### src/rtl/ibex_l2_regfile_ctrl_pkg.sv
// ---------------------------------------------------------------------------
// ibex_l2_rf_pkg
// Shared types for the L2 register-file backing-store controller:
//   - l2_rf_state_e : read sequencer states
//   - wb_entry_t    : one posted-write buffer slot {addr, data}
//   - WbDepthDefault: default number of write-buffer slots
// Slot fields are sized for the widest supported configuration; narrower
// instances use the low bits only.
// ---------------------------------------------------------------------------
package ibex_l2_rf_pkg;

    localparam int unsigned WbDepthDefault = 2;
    localparam int unsigned MaxDataWidth   = 32;
    localparam int unsigned MaxAddrWidth   = 5;

    typedef enum logic [1:0] {
        IDLE = 2'd0,
        RD_A = 2'd1,
        RD_B = 2'd2,
        RESP = 2'd3
    } l2_rf_state_e;

    typedef struct packed {
        logic [MaxAddrWidth-1:0] addr;
        logic [MaxDataWidth-1:0] data;
    } wb_entry_t;

endpackage

### src/rtl/ibex_l2_regfile_ctrl_if.sv
// ---------------------------------------------------------------------------
// ibex_l2_regfile_ctrl_if
// Bundles the front-end <-> L2 register-file request/response signals.
//   master : front-end side (drives requests, receives data/valid/ack/stall)
//   slave  : controller side
// Signals:
//   rd_a_req_i/rd_a_addr_i, rd_b_req_i/rd_b_addr_i : operand read requests
//   wr_req_i/wr_addr_i/wr_data_i                   : write-back request
//   rd_valid_o, rd_a_data_o, rd_b_data_o           : read response
//   wr_ack_o, stall_o                              : flow control
// ---------------------------------------------------------------------------
interface ibex_l2_regfile_ctrl_if #(
    parameter int unsigned DataWidth = 32,
    parameter int unsigned AddrWidth = 5
);
    import ibex_l2_rf_pkg::*;

    logic                 rd_a_req_i;
    logic [AddrWidth-1:0] rd_a_addr_i;
    logic                 rd_b_req_i;
    logic [AddrWidth-1:0] rd_b_addr_i;
    logic                 wr_req_i;
    logic [AddrWidth-1:0] wr_addr_i;
    logic [DataWidth-1:0] wr_data_i;
    logic                 rd_valid_o;
    logic [DataWidth-1:0] rd_a_data_o;
    logic [DataWidth-1:0] rd_b_data_o;
    logic                 wr_ack_o;
    logic                 stall_o;

    modport master (
        output rd_a_req_i, rd_a_addr_i, rd_b_req_i, rd_b_addr_i,
        output wr_req_i, wr_addr_i, wr_data_i,
        input  rd_valid_o, rd_a_data_o, rd_b_data_o, wr_ack_o, stall_o
    );

    modport slave (
        input  rd_a_req_i, rd_a_addr_i, rd_b_req_i, rd_b_addr_i,
        input  wr_req_i, wr_addr_i, wr_data_i,
        output rd_valid_o, rd_a_data_o, rd_b_data_o, wr_ack_o, stall_o
    );

endinterface

### src/rtl/ibex_l2_regfile_array.sv
// ---------------------------------------------------------------------------
// ibex_l2_regfile_array
// Single-ported 2**AddrWidth x DataWidth flop array. Entry 0 reads as zero
// and is never written.
//   clk_i, rst_ni : clock, async active-low clear of all entries
//   addr_i        : shared read/write address
//   we_i, wdata_i : synchronous write
//   rdata_o       : combinational read of addr_i
// ---------------------------------------------------------------------------
module ibex_l2_regfile_array
    import ibex_l2_rf_pkg::*;
#(
    parameter int unsigned DataWidth = 32,
    parameter int unsigned AddrWidth = 5
) (
    input  logic                 clk_i,
    input  logic                 rst_ni,
    input  logic [AddrWidth-1:0] addr_i,
    input  logic                 we_i,
    input  logic [DataWidth-1:0] wdata_i,
    output logic [DataWidth-1:0] rdata_o
);

    localparam int unsigned NumRegs = 2 ** AddrWidth;

    logic [DataWidth-1:0] mem_q [NumRegs];

    always_ff @(posedge clk_i or negedge rst_ni) begin
        if (!rst_ni) begin
            for (int i = 0; i < NumRegs; i++) begin
                mem_q[i] <= '0;
            end
        end else if (we_i && (addr_i != '0)) begin
            mem_q[addr_i] <= wdata_i;
        end
    end

    assign rdata_o = (addr_i == '0) ? '0 : mem_q[addr_i];

endmodule

### src/rtl/ibex_l2_regfile_ctrl.sv
// ---------------------------------------------------------------------------
// ibex_l2_regfile_ctrl
// L2 register-file backing-store controller. Serialises operand-read misses
// onto a single-ported array and posts write-backs into a small FIFO that
// drains whenever the array port is idle. Reads see the youngest pending
// write (same-cycle write first, then the buffer) as of the accept cycle.
//   clk_i, rst_ni : clock, async active-low reset
//   bus (slave)   : read requests/response, write requests/ack, stall
// ---------------------------------------------------------------------------
module ibex_l2_regfile_ctrl
    import ibex_l2_rf_pkg::*;
#(
    parameter int unsigned DataWidth = 32,
    parameter int unsigned AddrWidth = 5,
    parameter int unsigned WbDepth   = WbDepthDefault
) (
    input  logic                   clk_i,
    input  logic                   rst_ni,
    ibex_l2_regfile_ctrl_if.slave  bus
);

    localparam int unsigned PtrW = (WbDepth > 1) ? $clog2(WbDepth) : 1;
    localparam int unsigned CntW = PtrW + 1;

    l2_rf_state_e         state_q, state_d;
    logic                 b_req_q, b_req_d;
    logic [AddrWidth-1:0] a_addr_q, a_addr_d, b_addr_q, b_addr_d;
    logic                 a_fwd_q, a_fwd_d, b_fwd_q, b_fwd_d;
    logic [DataWidth-1:0] a_fwd_data_q, a_fwd_data_d, b_fwd_data_q, b_fwd_data_d;
    logic [DataWidth-1:0] rd_a_data_q, rd_a_data_d, rd_b_data_q, rd_b_data_d;

    wb_entry_t            wb_q [WbDepth];
    logic [PtrW-1:0]      head_q, tail_q;
    logic [CntW-1:0]      count_q;

    logic                 any_rd_req, wb_full, wb_empty, drain, wr_ack, wr_push;
    logic [AddrWidth-1:0] arr_addr;
    logic [DataWidth-1:0] arr_rdata;

    assign any_rd_req = bus.rd_a_req_i | bus.rd_b_req_i;
    assign wb_full    = (count_q == CntW'(WbDepth));
    assign wb_empty   = (count_q == '0);
    // The array port is only free when no read is queued or pending.
    assign drain      = (state_q == IDLE) & ~any_rd_req & ~wb_empty;
    // A drain this cycle frees the head slot, so a full buffer can still accept.
    assign wr_ack     = bus.wr_req_i & (~wb_full | drain);
    // Writes to x0 are acknowledged but never stored.
    assign wr_push    = wr_ack & (bus.wr_addr_i != '0);

    // ---------------- forwarding lookup (evaluated at read accept) ----------
    for (genvar gi = 0; gi < 2; gi++) begin : g_fwd
        logic [AddrWidth-1:0] req_addr;
        logic                 hit;
        logic [DataWidth-1:0] data;

        assign req_addr = (gi == 0) ? bus.rd_a_addr_i : bus.rd_b_addr_i;

        always_comb begin
            hit  = 1'b0;
            data = '0;
            // Walk oldest to youngest so the youngest match wins.
            for (int k = 0; k < WbDepth; k++) begin
                if ((CntW'(k) < count_q) &&
                    (wb_q[head_q + PtrW'(k)].addr[AddrWidth-1:0] == req_addr)) begin
                    hit  = 1'b1;
                    data = wb_q[head_q + PtrW'(k)].data[DataWidth-1:0];
                end
            end
            // A write landing in the same cycle is younger than anything buffered.
            if (wr_push && (bus.wr_addr_i == req_addr)) begin
                hit  = 1'b1;
                data = bus.wr_data_i;
            end
        end
    end

    // ---------------- read sequencer ----------------------------------------
    always_comb begin
        state_d      = state_q;
        b_req_d      = b_req_q;
        a_addr_d     = a_addr_q;
        b_addr_d     = b_addr_q;
        a_fwd_d      = a_fwd_q;
        b_fwd_d      = b_fwd_q;
        a_fwd_data_d = a_fwd_data_q;
        b_fwd_data_d = b_fwd_data_q;
        rd_a_data_d  = rd_a_data_q;
        rd_b_data_d  = rd_b_data_q;

        unique case (state_q)
            IDLE: begin
                if (any_rd_req) begin
                    b_req_d      = bus.rd_b_req_i;
                    a_addr_d     = bus.rd_a_addr_i;
                    b_addr_d     = bus.rd_b_addr_i;
                    a_fwd_d      = g_fwd[0].hit;
                    a_fwd_data_d = g_fwd[0].data;
                    b_fwd_d      = g_fwd[1].hit;
                    b_fwd_data_d = g_fwd[1].data;
                    state_d      = bus.rd_a_req_i ? RD_A : RD_B;
                end
            end
            RD_A: begin
                rd_a_data_d = a_fwd_q ? a_fwd_data_q : arr_rdata;
                state_d     = b_req_q ? RD_B : RESP;
            end
            RD_B: begin
                rd_b_data_d = b_fwd_q ? b_fwd_data_q : arr_rdata;
                state_d     = RESP;
            end
            RESP: begin
                state_d = IDLE;
            end
            default: begin
                state_d = IDLE;
            end
        endcase
    end

    always_ff @(posedge clk_i or negedge rst_ni) begin
        if (!rst_ni) begin
            state_q      <= IDLE;
            b_req_q      <= 1'b0;
            a_addr_q     <= '0;
            b_addr_q     <= '0;
            a_fwd_q      <= 1'b0;
            b_fwd_q      <= 1'b0;
            a_fwd_data_q <= '0;
            b_fwd_data_q <= '0;
            rd_a_data_q  <= '0;
            rd_b_data_q  <= '0;
        end else begin
            state_q      <= state_d;
            b_req_q      <= b_req_d;
            a_addr_q     <= a_addr_d;
            b_addr_q     <= b_addr_d;
            a_fwd_q      <= a_fwd_d;
            b_fwd_q      <= b_fwd_d;
            a_fwd_data_q <= a_fwd_data_d;
            b_fwd_data_q <= b_fwd_data_d;
            rd_a_data_q  <= rd_a_data_d;
            rd_b_data_q  <= rd_b_data_d;
        end
    end

    // ---------------- posted write buffer -----------------------------------
    always_ff @(posedge clk_i or negedge rst_ni) begin
        if (!rst_ni) begin
            head_q  <= '0;
            tail_q  <= '0;
            count_q <= '0;
        end else begin
            if (wr_push) begin
                tail_q <= tail_q + PtrW'(1);
            end
            if (drain) begin
                head_q <= head_q + PtrW'(1);
            end
            unique case ({wr_push, drain})
                2'b10:   count_q <= count_q + CntW'(1);
                2'b01:   count_q <= count_q - CntW'(1);
                default: count_q <= count_q;
            endcase
        end
    end

    // Slot payload is only meaningful below count_q, so it needs no reset.
    always_ff @(posedge clk_i) begin
        if (wr_push) begin
            wb_q[tail_q] <= '{addr: MaxAddrWidth'(bus.wr_addr_i),
                              data: MaxDataWidth'(bus.wr_data_i)};
        end
    end

    // ---------------- array port --------------------------------------------
    always_comb begin
        unique case (state_q)
            RD_A:    arr_addr = a_addr_q;
            RD_B:    arr_addr = b_addr_q;
            default: arr_addr = wb_q[head_q].addr[AddrWidth-1:0];
        endcase
    end

    ibex_l2_regfile_array #(
        .DataWidth (DataWidth),
        .AddrWidth (AddrWidth)
    ) u_array (
        .clk_i   (clk_i),
        .rst_ni  (rst_ni),
        .addr_i  (arr_addr),
        .we_i    (drain),
        .wdata_i (wb_q[head_q].data[DataWidth-1:0]),
        .rdata_o (arr_rdata)
    );

    // ---------------- outputs -----------------------------------------------
    assign bus.rd_valid_o  = (state_q == RESP);
    assign bus.rd_a_data_o = rd_a_data_q;
    assign bus.rd_b_data_o = rd_b_data_q;
    assign bus.wr_ack_o    = wr_ack;
    // Stall is released in RESP so the held instruction advances in the same
    // cycle its operands become valid.
    assign bus.stall_o     = (state_q == RD_A) | (state_q == RD_B) |
                             ((state_q == IDLE) & any_rd_req) |
                             (bus.wr_req_i & ~wr_ack);

endmodule

### src/flat_wrapper.sv
// flat-port wrapper written by rule: the top's interface ports become plain ports
module ibex_l2_regfile_ctrl_flat import ibex_l2_rf_pkg::*;
#(
    parameter int unsigned DataWidth = 32,
    parameter int unsigned AddrWidth = 5,
    parameter int unsigned WbDepth   = WbDepthDefault
)
  (clk_i, rst_ni, bus_rd_a_req_i, bus_rd_a_addr_i, bus_rd_b_req_i, bus_rd_b_addr_i, bus_wr_req_i, bus_wr_addr_i, bus_wr_data_i, bus_rd_valid_o, bus_rd_a_data_o, bus_rd_b_data_o, bus_wr_ack_o, bus_stall_o);
  ibex_l2_regfile_ctrl_if #(.DataWidth(DataWidth), .AddrWidth(AddrWidth)) bus_i ();
  input  logic clk_i;
  input  logic rst_ni;
  input wire logic [$bits(bus_i.rd_a_req_i)-1:0] bus_rd_a_req_i;
  input wire logic [$bits(bus_i.rd_a_addr_i)-1:0] bus_rd_a_addr_i;
  input wire logic [$bits(bus_i.rd_b_req_i)-1:0] bus_rd_b_req_i;
  input wire logic [$bits(bus_i.rd_b_addr_i)-1:0] bus_rd_b_addr_i;
  input wire logic [$bits(bus_i.wr_req_i)-1:0] bus_wr_req_i;
  input wire logic [$bits(bus_i.wr_addr_i)-1:0] bus_wr_addr_i;
  input wire logic [$bits(bus_i.wr_data_i)-1:0] bus_wr_data_i;
  output wire logic [$bits(bus_i.rd_valid_o)-1:0] bus_rd_valid_o;
  output wire logic [$bits(bus_i.rd_a_data_o)-1:0] bus_rd_a_data_o;
  output wire logic [$bits(bus_i.rd_b_data_o)-1:0] bus_rd_b_data_o;
  output wire logic [$bits(bus_i.wr_ack_o)-1:0] bus_wr_ack_o;
  output wire logic [$bits(bus_i.stall_o)-1:0] bus_stall_o;
  assign bus_i.rd_a_req_i = bus_rd_a_req_i;
  assign bus_i.rd_a_addr_i = bus_rd_a_addr_i;
  assign bus_i.rd_b_req_i = bus_rd_b_req_i;
  assign bus_i.rd_b_addr_i = bus_rd_b_addr_i;
  assign bus_i.wr_req_i = bus_wr_req_i;
  assign bus_i.wr_addr_i = bus_wr_addr_i;
  assign bus_i.wr_data_i = bus_wr_data_i;
  assign bus_rd_valid_o = bus_i.rd_valid_o;
  assign bus_rd_a_data_o = bus_i.rd_a_data_o;
  assign bus_rd_b_data_o = bus_i.rd_b_data_o;
  assign bus_wr_ack_o = bus_i.wr_ack_o;
  assign bus_stall_o = bus_i.stall_o;
  ibex_l2_regfile_ctrl #(.DataWidth(DataWidth), .AddrWidth(AddrWidth), .WbDepth(WbDepth)) u_core (.clk_i(clk_i), .rst_ni(rst_ni), .bus(bus_i));
endmodule
### config.mk
export PLATFORM = sky130hd
export DESIGN_NAME = ibex_l2_regfile_ctrl_flat
export DESIGN_NICKNAME = d
export VERILOG_FILES = /design/src/rtl/ibex_l2_regfile_ctrl_pkg.sv /design/src/rtl/ibex_l2_regfile_ctrl_if.sv /design/src/rtl/ibex_l2_regfile_array.sv /design/src/rtl/ibex_l2_regfile_ctrl.sv /design/src/flat_wrapper.sv
export SDC_FILE = /design/constraint.sdc
export NUM_CORES = 2
export LEC_CHECK = 0
export ABC_CLOCK_PERIOD_IN_PS = 3250
export CORE_MARGIN = 4
export CORE_UTILIZATION = 50
export DETAILED_ROUTE_END_ITERATION = 16
export GPL_TIMING_DRIVEN = 0
export PLACE_DENSITY_LB_ADDON = 0.08
export SETUP_SLACK_MARGIN = 0.4
export SYNTH_ARGS = -nofsm -noshare
export SYNTH_HDL_FRONTEND = slang
export SYNTH_SLANG_ARGS = --single-unit
### constraint.sdc
create_clock -name clk_i -period 3.25 [get_ports clk_i]
set_input_delay 0.325 -clock clk_i [delete_from_list [all_inputs] [get_ports clk_i]]
set_output_delay 0.325 -clock clk_i [all_outputs]
set_load 0.03 [all_outputs]
==> flow_summary_export.csv <==
group,metric,value,unit
clocking,cts_buffers,136,
sta,worst_clock_skew,25.6,ps
worst_setup_path,arrival,3900,ps
placement,gp_congestion,0.936,
global_routing,grt_max_degree,184,
synth,syn_nets,5614,
synth,synthesis.instances,5553,
drt,wire_per_inst,26.5,um
floorplanning,die_x,340,um
worst_setup_path,critical_path.max_stage_delay,390,ps
worst_setup_path,critPathKind,"flip-flop to flip-flop",
worst_setup_path,path_max_fanout,9,
placement,placed_area,58600,um2
sta,post-route-period-util,100,%
flow_run,max-cap-violations,0,
floorplanning,row_count,121,
power_and_ir_drop,p_total,0.0851,W
drt,drtIter0Drc,4840,
finish,nFillCells,8899,
power_and_ir_drop,p_leak,31.3,nW
drt,antenna_left,0,
synth,synth_top_area_share,51.7,%
global_routing,grt-ovfl-total,0,
global_routing,grt_pass1_vias,44300,
drt,drc,0,
worst_setup_path,end_kind,"flip-flop",
hold_path,hold_path_class,"primary input to asynchronous set/reset pin",
finish,area_delta_synth_final,26.4,%
sta,fin_setup_tns,-15.8,ps
placement,portBuffers,118,
worst_setup_path,worstPathCellList,"inv_2 > ha_4 > buf_8 > mux2i_4 > buf_12 > buf_16 > buf_16 > clkbuf_16 > mux2i_1 > mux2i_1 > o22ai_4 > nor4_4 > buf_4 > a221o_1",
drt,viasPerCell,6.00,
clocking,clk_pin_slew,60,ps
run_status,status,"complete, but fails checks",
clocking,clk_path_buf_depth,3,
global_routing,grt_pass1_wl,288,mm
sta,worst_slack,-15.8,ps
clocking,tritoncts,"yes",
clocking,cts-root-buf,"clkbuf_16",
synth,synthesis.area,55200,um2
sta,setup_viol,1,
floorplanning,ios,119,
finish,antenna_cells,0,
worst_setup_path,start_kind,"flip-flop",
sta,slew_viol_final,0,
sta,hold_viol_final,0,
sta,tightest_slew,1410,ps
drt,via_count,45400,
synth,yosysUniqueCellTypes,65,
global_routing,antenna_found_initial,1,
synth,synth_seq_cells,1215,
drt,drtPass1Iterations,6,
synth,ys.flop_type,"dfrtp_1",
sta,relSlewSlack,6.26,%
run_status,violations,"setup timing",
global_routing,grtUsageTotal,33.1,%
finish,fin_cells,7578,
finish,layout-drive-gt1-share,19.2,%
synth,avgSynthCellArea,9.94,um2
worst_setup_path,cp_top_family,"buffers and inverters",
clocking,clk_latency,760,ps
synth,async_flop_share,93.9,%
worst_setup_path,slowest_stage,"dfrtp_1",
sta,max_freq,306,MHz
placement,pre_cts_slack,-1820,ps
power_and_ir_drop,ir_worst_vdd,0.840,mV
placement,dp.cells,7162,
worst_setup_path,worstPathRequired,3890,ps
power_and_ir_drop,powerDensity,1220,nW/um2
synth,seq_area_frac_synth,55.8,%
synth,synth_edf_count,74,
synth,yosysWarnings,0,
floorplanning,coreArea,109000,um2
clocking,cts.sinks,1215,
synth,synth_top_area_cell,"dfrtp_1",
floorplanning,initial_utilization,50.6,%
worst_setup_path,rrSetupSlack,-20,ps
sta,rsz0062_at_grt,"true",
clocking,htreeDepth,4,
placement,hpwlAfterDp,143,mm
sta,min_period,3270,ps
floorplanning,fp.dieH,340,um
floorplanning,die-area,116000,um2
drt,wl,201,mm
finish,fin_area,69700,um2
worst_setup_path,path_buf_inv,7,
finish,nets,6064,
synth,synth_area_leaders,"dfrtp_1 52%, mux2i_1 11%, a21oi_1 7.8%, nor2_1 5.2%, edfxtp_1 4.0%",
-- repair_timing --
| action | in CTS | in global routing |
|---|---|---|
| setup endpoints to repair | 1209 | 1197 |
| endpoints found under the hold margin | 346 | 0 |
| pin swaps | 80 | 94 |
| cloned | 3 | 25 |
| hold buffers | 1 | 0 |
| setup buffers | 59 | 91 |
| gates resized for setup | 678 | 673 |
-- routing by layer --
metal  vias to the layer above  global-route usage, %  share of wire, %
li1                      20400                      -                 -
met1                     22800                   43.9                40
met2                      1824                   54.0                48
met3                       438                   6.50               7.3
met4                         0                   12.9               4.7
met5                         -                      0                 0
-- registers in the layout (all words and copies together) (netlist names) --
name / cells
u_core.count_q: 2
u_core.b_fwd_data_q: 32
u_core.wb_q: 74
u_core.bus.rd_b_data_o: 32
u_core.b_req_q: 1
u_core.tail_q: 1
u_core.u_array.mem_q: 994
u_core.a_fwd_data_q: 32
u_core.a_addr_q: 5
u_core.bus.rd_a_data_o: 32
u_core.head_q: 1
u_core.state_q: 2
u_core.b_addr_q: 5
u_core.a_fwd_q: 1
u_core.b_fwd_q: 1
-- cell usage in the layout (no fill, tap or decap), drive strengths merged, types with 7 or more instances in the layout --
cell,instances
a221o,71
nand2,524
clkbuf,475
dfrtp,1141
clkdlybuf4s50,115
buf,418
a32oi,25
nor4,30
nand3,143
nor2,780
nor3,10
mux2,32
o21ai,371
mux2i,594
o31ai,9
or4,9
ha,9
edfxtp,74
xnor2,26
a32o,25
a31oi,29
inv,26
bufinv,11
or2,9
a21oi,858
a21o,7
and3,118
o22ai,68
clkinv,27
xor2,10
-- synthesized netlist by cell type, types with 71 or more instances --
master and n:
dfrtp_1 1141, a21oi_1 858, nor2_1 761, mux2i_1 591, nand2_1 524, o21ai_0 349
clkbuf_1 290, buf_2 163, nand3_1 142, and3_1 118, edfxtp_1 74, a221o_1 71
-- path summary, 6_finish.rpt --
| check | cells past startpoint | start | end |
|---|---|---|---|
| worst max-delay path | 14 | u_core.state_q[0] | u_core.bus.rd_b_data_o[10] |
| worst min-delay path | 2 | rst_ni | u_core.u_array.mem_q[152] |
| worst max register to register | 14 | u_core.state_q[0] | u_core.bus.rd_b_data_o[10] |
| worst min register to register | 1 | u_core.u_array.mem_q[993] | u_core.u_array.mem_q[993] |
| max in group asynchronous | 5 | rst_ni | u_core.a_fwd_data_q[18] |
| min in group clk_i | 1 | bus_wr_data_i[21] | u_core.wb_q[1][21] |
-- kinds of logic after synthesis --
family,synth area share (%)
compound gates,15.2
xor+xnor,0.585
fa+ha+maj,0.204
buf+inv,4.32
flops,55.8
mux,11.5
simple gates,12.5
-- worst reg2reg max path, stage by stage, from the launching register on --
cell and delay [ps]:
dfrtp_1 390, inv_2 100, ha_4 280, buf_8 130, mux2i_4 260, buf_12 150, buf_16 190, buf_16 230
clkbuf_16 190, mux2i_1 260, mux2i_1 160, o22ai_4 280, nor4_4 60, buf_4 170, a221o_1 320
-- where the power goes --
part / total [W] / internal [W] / switching (W) / leakage [nW]
registers: 0.0228 / 0.0198 / 0.00294 / 16.3
clock network: 0.0159 / 0.00946 / 0.00646 / 2.25
logic: 0.0464 / 0.0186 / 0.0278 / 12.7
total: 0.0851 / 0.0479 / 0.0371 / 31.3
-- through the flow --
step / util [%] / hold slack, ps
floorplan: - / 29.4
global placement: 53.4 / 440
detailed placement: 53.7 / 168
CTS: 61.0 / 35.5
global route: 63.9 / 75.1
finish: 63.9 / 71.5
-- layout make-up --
class	count	area [um2]	area share (%)
timing repair buffer	309	3590	5.15
clock buffer	192	4010	5.74
clock inverter	45	567	0.813
sequential	1215	30800	44.1
tap	1476	1850	2.65
buffer	509	4070	5.84
inverter	23	90.1	0.129
multi-input combinational	3809	24800	35.6
(Power assumes the default switching activity.)
